### config.mk
export PLATFORM = sky130hd
export DESIGN_NAME = alu_exec_seq
export DESIGN_NICKNAME = d
export VERILOG_FILES = /design/src/rtl/alu_exec_seq.sv
export SDC_FILE = /design/constraint.sdc
export NUM_CORES = 1
export LEC_CHECK = 0
export CORE_ASPECT_RATIO = 0.9
export CORE_UTILIZATION = 54
export CTS_BUF_LIST = sky130_fd_sc_hd__clkbuf_8 sky130_fd_sc_hd__clkbuf_16
export DETAILED_ROUTE_END_ITERATION = 7
export HOLD_SLACK_MARGIN = 0.12
export PLACE_DENSITY = 0.81
export RECOVER_POWER = 25
export SLEW_MARGIN = 10
export SYNTH_ARGS = -nofsm -noshare
export SYNTH_HDL_FRONTEND = slang
export SYNTH_SLANG_ARGS = --single-unit
### constraint.sdc
create_clock -name clk -period 3.5 [get_ports clk]
set_clock_uncertainty 0.2 [all_clocks]
set_input_delay 0.7 -clock clk [delete_from_list [all_inputs] [get_ports clk]]
set_output_delay 0.7 -clock clk [all_outputs]
set_load 0.005 [all_outputs]
### src/rtl/alu_exec_seq.sv
// alu_exec_seq: ALU execute stage that decodes ALUop/Funct into a 4-bit control
//   code and executes it. Single-cycle ops finish in one cycle. Multiply uses an
//   iterative shift-add datapath. Divide uses an iterative restoring datapath and
//   is present only when ALU_EXEC_SEQ_DIV_EN is defined.
// Ports:
//   clk, rst_n           clock, asynchronous active-low reset
//   in_valid, in_ready   request handshake; ALUop, Funct, A, B are sampled on accept
//   out_valid, out_ready result handshake; Result, ALUcont, Zero, DivByZero are held
//                        stable while out_valid && !out_ready
module alu_exec_seq #(
    parameter int WIDTH = 32
) (
    input  logic             clk,
    input  logic             rst_n,
    input  logic             in_valid,
    output logic             in_ready,
    input  logic [1:0]       ALUop,
    input  logic [5:0]       Funct,
    input  logic [WIDTH-1:0] A,
    input  logic [WIDTH-1:0] B,
    output logic             out_valid,
    input  logic             out_ready,
    output logic [WIDTH-1:0] Result,
    output logic [3:0]       ALUcont,
    output logic             Zero,
    output logic             DivByZero
);
    localparam int CW = $clog2(WIDTH) + 1;
`ifdef ALU_EXEC_SEQ_DIV_EN
    typedef enum logic [1:0] {IDLE, MUL, DIV, DONE} state_t;
`else
    typedef enum logic [1:0] {IDLE, MUL, DONE} state_t;
`endif
    state_t           state_q;
    logic [WIDTH-1:0] result_q, acc_q, opa_q, opb_q, alu_d, acc_d;
    logic [CW-1:0]    cnt_q;
    logic [3:0]       cont_q, cont_d;
    // acc_q is the product accumulator in MUL and the partial remainder in DIV.
    // opa_q is the multiplicand (shifts left) or the dividend/quotient (shifts left).
    // opb_q is the multiplier (shifts right) or the divisor.
    always_comb begin
        cont_d = ALUop == 2'b00 ? 4'd2 :
                 ALUop == 2'b01 ? 4'd6 :
                 ALUop == 2'b11 ? 4'd1 :
                 Funct == 6'b100000 ? 4'd2 :
                 Funct == 6'b100010 ? 4'd6 :
                 Funct == 6'b100101 ? 4'd1 :
                 Funct == 6'b101010 ? 4'd7 :
                 Funct == 6'b011000 ? 4'd3 :
`ifdef ALU_EXEC_SEQ_DIV_EN
                 Funct == 6'b011010 ? 4'd4 :
`endif
                 4'd0;
        // Code 4 only reaches this single-cycle path when B == 0 (divide by zero).
        alu_d = cont_d == 4'd2 ? A + B :
                cont_d == 4'd6 ? A - B :
                cont_d == 4'd1 ? A | B :
                cont_d == 4'd7 ? {{(WIDTH-1){1'b0}}, $signed(A) < $signed(B)} :
                cont_d == 4'd4 ? '1 :
                A & B;
        acc_d = acc_q + (opb_q[0] ? opa_q : '0);
    end
`ifdef ALU_EXEC_SEQ_DIV_EN
    logic [WIDTH:0] sh, diff;
    logic           ge, dbz_q;
    // The remainder stays below the divisor, so the shifted value fits in
    // WIDTH+1 bits and the top bit of the difference is a clean borrow flag.
    always_comb begin
        sh   = {acc_q, opa_q[WIDTH-1]};
        diff = sh - {1'b0, opb_q};
        ge   = !diff[WIDTH];
    end
    assign DivByZero = dbz_q;
`else
    assign DivByZero = 1'b0;
`endif
    always_ff @(posedge clk or negedge rst_n) begin
        if (!rst_n) begin
            state_q  <= IDLE;
            result_q <= '0;
            cont_q   <= '0;
            acc_q    <= '0;
            opa_q    <= '0;
            opb_q    <= '0;
            cnt_q    <= '0;
`ifdef ALU_EXEC_SEQ_DIV_EN
            dbz_q    <= 1'b0;
`endif
        end else begin
            case (state_q)
                IDLE: if (in_valid) begin
                    cont_q <= cont_d;
                    acc_q  <= '0;
                    opa_q  <= A;
                    opb_q  <= B;
                    cnt_q  <= CW'(WIDTH);
`ifdef ALU_EXEC_SEQ_DIV_EN
                    dbz_q  <= cont_d == 4'd4 && B == '0;
`endif
                    if (cont_d == 4'd3)
                        state_q <= MUL;
`ifdef ALU_EXEC_SEQ_DIV_EN
                    else if (cont_d == 4'd4 && B != '0)
                        state_q <= DIV;
`endif
                    else begin
                        result_q <= alu_d;
                        state_q  <= DONE;
                    end
                end
                MUL: begin
                    acc_q <= acc_d;
                    opa_q <= opa_q << 1;
                    opb_q <= opb_q >> 1;
                    cnt_q <= cnt_q - CW'(1);
                    if (cnt_q == CW'(1)) begin
                        result_q <= acc_d;
                        state_q  <= DONE;
                    end
                end
`ifdef ALU_EXEC_SEQ_DIV_EN
                DIV: begin
                    acc_q <= ge ? diff[WIDTH-1:0] : sh[WIDTH-1:0];
                    opa_q <= {opa_q[WIDTH-2:0], ge};
                    cnt_q <= cnt_q - CW'(1);
                    if (cnt_q == CW'(1)) begin
                        result_q <= {opa_q[WIDTH-2:0], ge};
                        state_q  <= DONE;
                    end
                end
`endif
                DONE: if (out_ready) state_q <= IDLE;
                default: state_q <= IDLE;
            endcase
        end
    end
    assign in_ready  = state_q == IDLE;
    assign out_valid = state_q == DONE;
    assign Result    = result_q;
    assign ALUcont   = cont_q;
    assign Zero      = result_q == '0;
endmodule

==> impl_results.md <==
- IO Port Bufs: 113
- Antenna-violating nets left: 0
- Synth Register Bits: 139
- Area growth from synthesis to layout: 44.3%
- Violated checks: DRC, capacitance limit, slew limit, setup timing
- Clock buffer depth: 2
- Fmax achieved: 280 MHz
- Routed WL: 51100 microns
- Unique cell type count in the Yosys netlist: 86
- FF-to-FF End: Result[26]
- Worst EP required: 3610 ps
- DRC errors left: 2
- Final setup violation count: 7
- Layout Nets: 2262
- Clock root buffer: clkbuf_16
- Final worst setup slack: -74.9 ps
- Worst Hold Launch: acc_q[10]
- Max IR drop VDD: 333 uV
- Placed wire-length estimate: 35400 microns
- Clock latency on the worst-skew pair: 440 ps
- RSZ-0062 raised after global routing: yes
- # fillers: 1508
- CTS clk-pin slew, worst paths: 70 ps
- Post-synthesis async set-or-reset flop share: 100%
- Largest net degree at the start of global routing: 74
- Slew Viols, Final: 65
- Worst Hold Path EP: acc_q[10]
- Initial Util: 55.2%
- First-pass GRT wire length: 74200 microns
- Routed vias: 14866
- Main flop type after synthesis: dfrtp_1
- Initial antenna violation count: 3
- Reg-to-reg slack, setup: -70 ps
- Status: finished, violations left
- Worst R2R Path Depth: 16
- Hold WC Path Type: reg2reg
- Netlist Area Pre-Place: 12500 sq um
- WHS Path Cells: 1
- Mapped Cells: 1646
- Post-route setup TNS: -281 ps
- Num CTS Buffers: 17
- Post-synth EDFFs: 0
- Die Height: 146 microns
- 1st-iter DRT viols: 2013
- Proportion of layout cells with a drive suffix above 1: 28.1%
- CP Launch Point: opb_q[0]
- WHS: 293 ps
- Full die area: 23700 sq um
- CP Launch Type: flop
- Core area: 22600 sq um
- Crit path time final: 3570 ps
- Max Cap Viol: 1
- Critical Path End Type: flop
- Worst path arrival time: 3690 ps
- Vias/cell: 6.28
- Core Rows: 52
- CTS Sinks: 139
- Die width: 162 microns
- Tcrit/Tclk final: 102%
- I/O pin count: 116
- Least-Margin Pin Slew: 1780 ps
- Crit Path Category: reg2reg
- CTS H-Tree Depth: 4
- Grt ovf: 0
- Post-synthesis sequential area ratio: 27.9%
- Synth warnings: 0
- RR Startpoint: opb_q[0]
- Mapped Avg Cell Area: 7.57 sq um
- CTS tree: built
- Vias in the first global route: 13889
- GRT Total Usage: 40.2%
- Crit path max fanout: 11
- Slew HR: -18.4%
- Drt first pass iters: 8
- Pleak: 8.77 nW
- Wire per inst: 21.6 microns
- Final weighted congestion in routability-driven placement: 0.965
- Power Dens Cells: 384 nW/um^2
- Final Hold Vio Count: 0
==> synthesized netlist by cell type, types with 10 or more instances <==
library cell / number / area share [%]
a211o_1: 10 / 0.70
a211oi_1: 15 / 0.90
a21o_1: 36 / 2.2
a21oi_1: 125 / 5.0
a22o_1: 10 / 0.70
a31oi_1: 83 / 4.2
and2_1: 41 / 2.1
buf_2: 12 / 0.48
clkbuf_1: 78 / 2.3
dfrtp_1: 139 / 28
ha_1: 129 / 13
inv_1: 100 / 3.0
nand2_1: 248 / 7.5
nand2b_1: 12 / 0.60
nand3_1: 14 / 0.56
nor2_1: 179 / 5.4
nor2b_1: 14 / 0.70
nor3_1: 31 / 1.2
nor4_1: 16 / 0.80
o211ai_1: 13 / 0.78
o21ai_0: 91 / 3.7
o21ai_1: 14 / 0.56
o21bai_1: 15 / 0.90
o22ai_1: 15 / 0.75
or3_1: 14 / 0.70
xnor2_1: 24 / 1.7
xor2_1: 12 / 0.84
==> registers in the layout (all words and copies together) (netlist names) <==
signal,flops
Result,32
state_q,2
opb_q,32
acc_q,32
cnt_q,6
ALUcont,3
opa_q,32
==> layout make-up <==
| cell class | instances | area (sq um) | area share [%] |
|---|---|---|---|
| Clock buffer | 17 | 425 | 2.36 |
| Antenna cell | 2 | 5.00 | 0.0278 |
| Clock inverter | 15 | 175 | 0.974 |
| Timing Repair Buffer | 488 | 4040 | 22.5 |
| Inverter | 100 | 403 | 2.24 |
| Tap cell | 297 | 372 | 2.07 |
| Multi-Input combinational cell | 1308 | 9090 | 50.5 |
| Sequential cell | 139 | 3480 | 19.3 |
==> kinds of logic (layout without fill, tap and decap cells) <==
| logic type | after synthesis | count (layout) | share of synthesized area [%] |
|---|---|---|---|
| adder cells (fa/ha/maj) | 132 | 132 | 13.4 |
| flip-flops | 139 | 139 | 27.9 |
| AND/OR/NAND/NOR | 606 | 606 | 21.7 |
| XOR/XNOR | 36 | 36 | 2.53 |
| buffers and inverters | 200 | 620 | 6.36 |
| multiplexers | 8 | 8 | 0.713 |
| other | 1 | 4 | 0.0301 |
| AO/OA/AOI/OAI | 524 | 524 | 27.3 |
==> report_power, final <==
part           switching, mW  internal (mW)
combinational           1.45           1.36
sequential             0.269           1.89
clock                  0.816           1.12
==> per-layer routing <==
layer	wire, microns	vias up	part of all wire, %	GRT usage [%]
li1	-	6628	-	-
met1	21000	6996	41	57.6
met2	22000	1043	43	60.2
met3	5990	197	12	7.50
met4	2130	2	4.2	13.8
met5	17	-	0.033	0
==> per-stage QoR <==
step           cell area [sq um]  setup slack, ps  util [%]  instances  total power [mW]
6_report                   18000            -74.9      79.7       2366              6.91
5_1_grt                    18000             -153      79.7       2366              7.16
4_1_cts                    17300            0.631      76.8       2348              6.60
3_5_place_dp               16400             -983      72.5       2307              4.60
3_3_place_gp               16400             -886      72.5       2307              4.54
2_1_floorplan              12600            -51.1         -       1647              3.31
==> layout by cell type, fill, tap and decap left out, drive strengths merged, types with 12 or more instances in the layout <==
| cell | instances |
|---|---|
| buf | 372 |
| nand2 | 248 |
| and2 | 41 |
| xnor2 | 24 |
| inv | 107 |
| nor3 | 31 |
| o211ai | 14 |
| a31oi | 83 |
| ha | 129 |
| nand2b | 12 |
| clkdlybuf4s50 | 83 |
| o21ai | 106 |
| nor2 | 179 |
| o21bai | 15 |
| a211oi | 16 |
| a21o | 36 |
| dlygate4sd2 | 16 |
| o22ai | 15 |
| xor2 | 12 |
| or3 | 15 |
| clkbuf | 25 |
| a21oi | 127 |
| nand3 | 14 |
| dfrtp | 139 |
| nor2b | 14 |
| nor4 | 16 |
==> worst max path at each step <==
stage	to	slack (ps)	cells after the start
after CTS	Result[24]	0.6	13
after detailed placement	Result[28]	-980	15
after floorplan	Result[24]	-50	13
final	Result[26]	-70	16
after global routing	Result[26]	-150	16
after global placement	Result[0]	-890	15
==> critical path: stages, from the launching register on <==
cell       delay (ps)
dfrtp_1           410
buf_6             160
buf_4             160
clkbuf_16         160
and2_1            140
ha_1              240
a21oi_2           210
o21ai_1           130
a21oi_2           220
nand3b_1          220
o2111ai_4         320
nand2_2            90
a21o_1            210
mux2i_1           130
buf_4             160
a41oi_1           200
o21ai_1           100
==> repair_timing <==
action,in CTS,in global routing
cloned,0,3
endpoints found under the hold margin,62,0
setup endpoints to repair,27,31
setup buffers,9,15
resized for setup,91,127
hold buffers,1,0
pin swaps,45,66
Power figures use the tool's default switching activity.
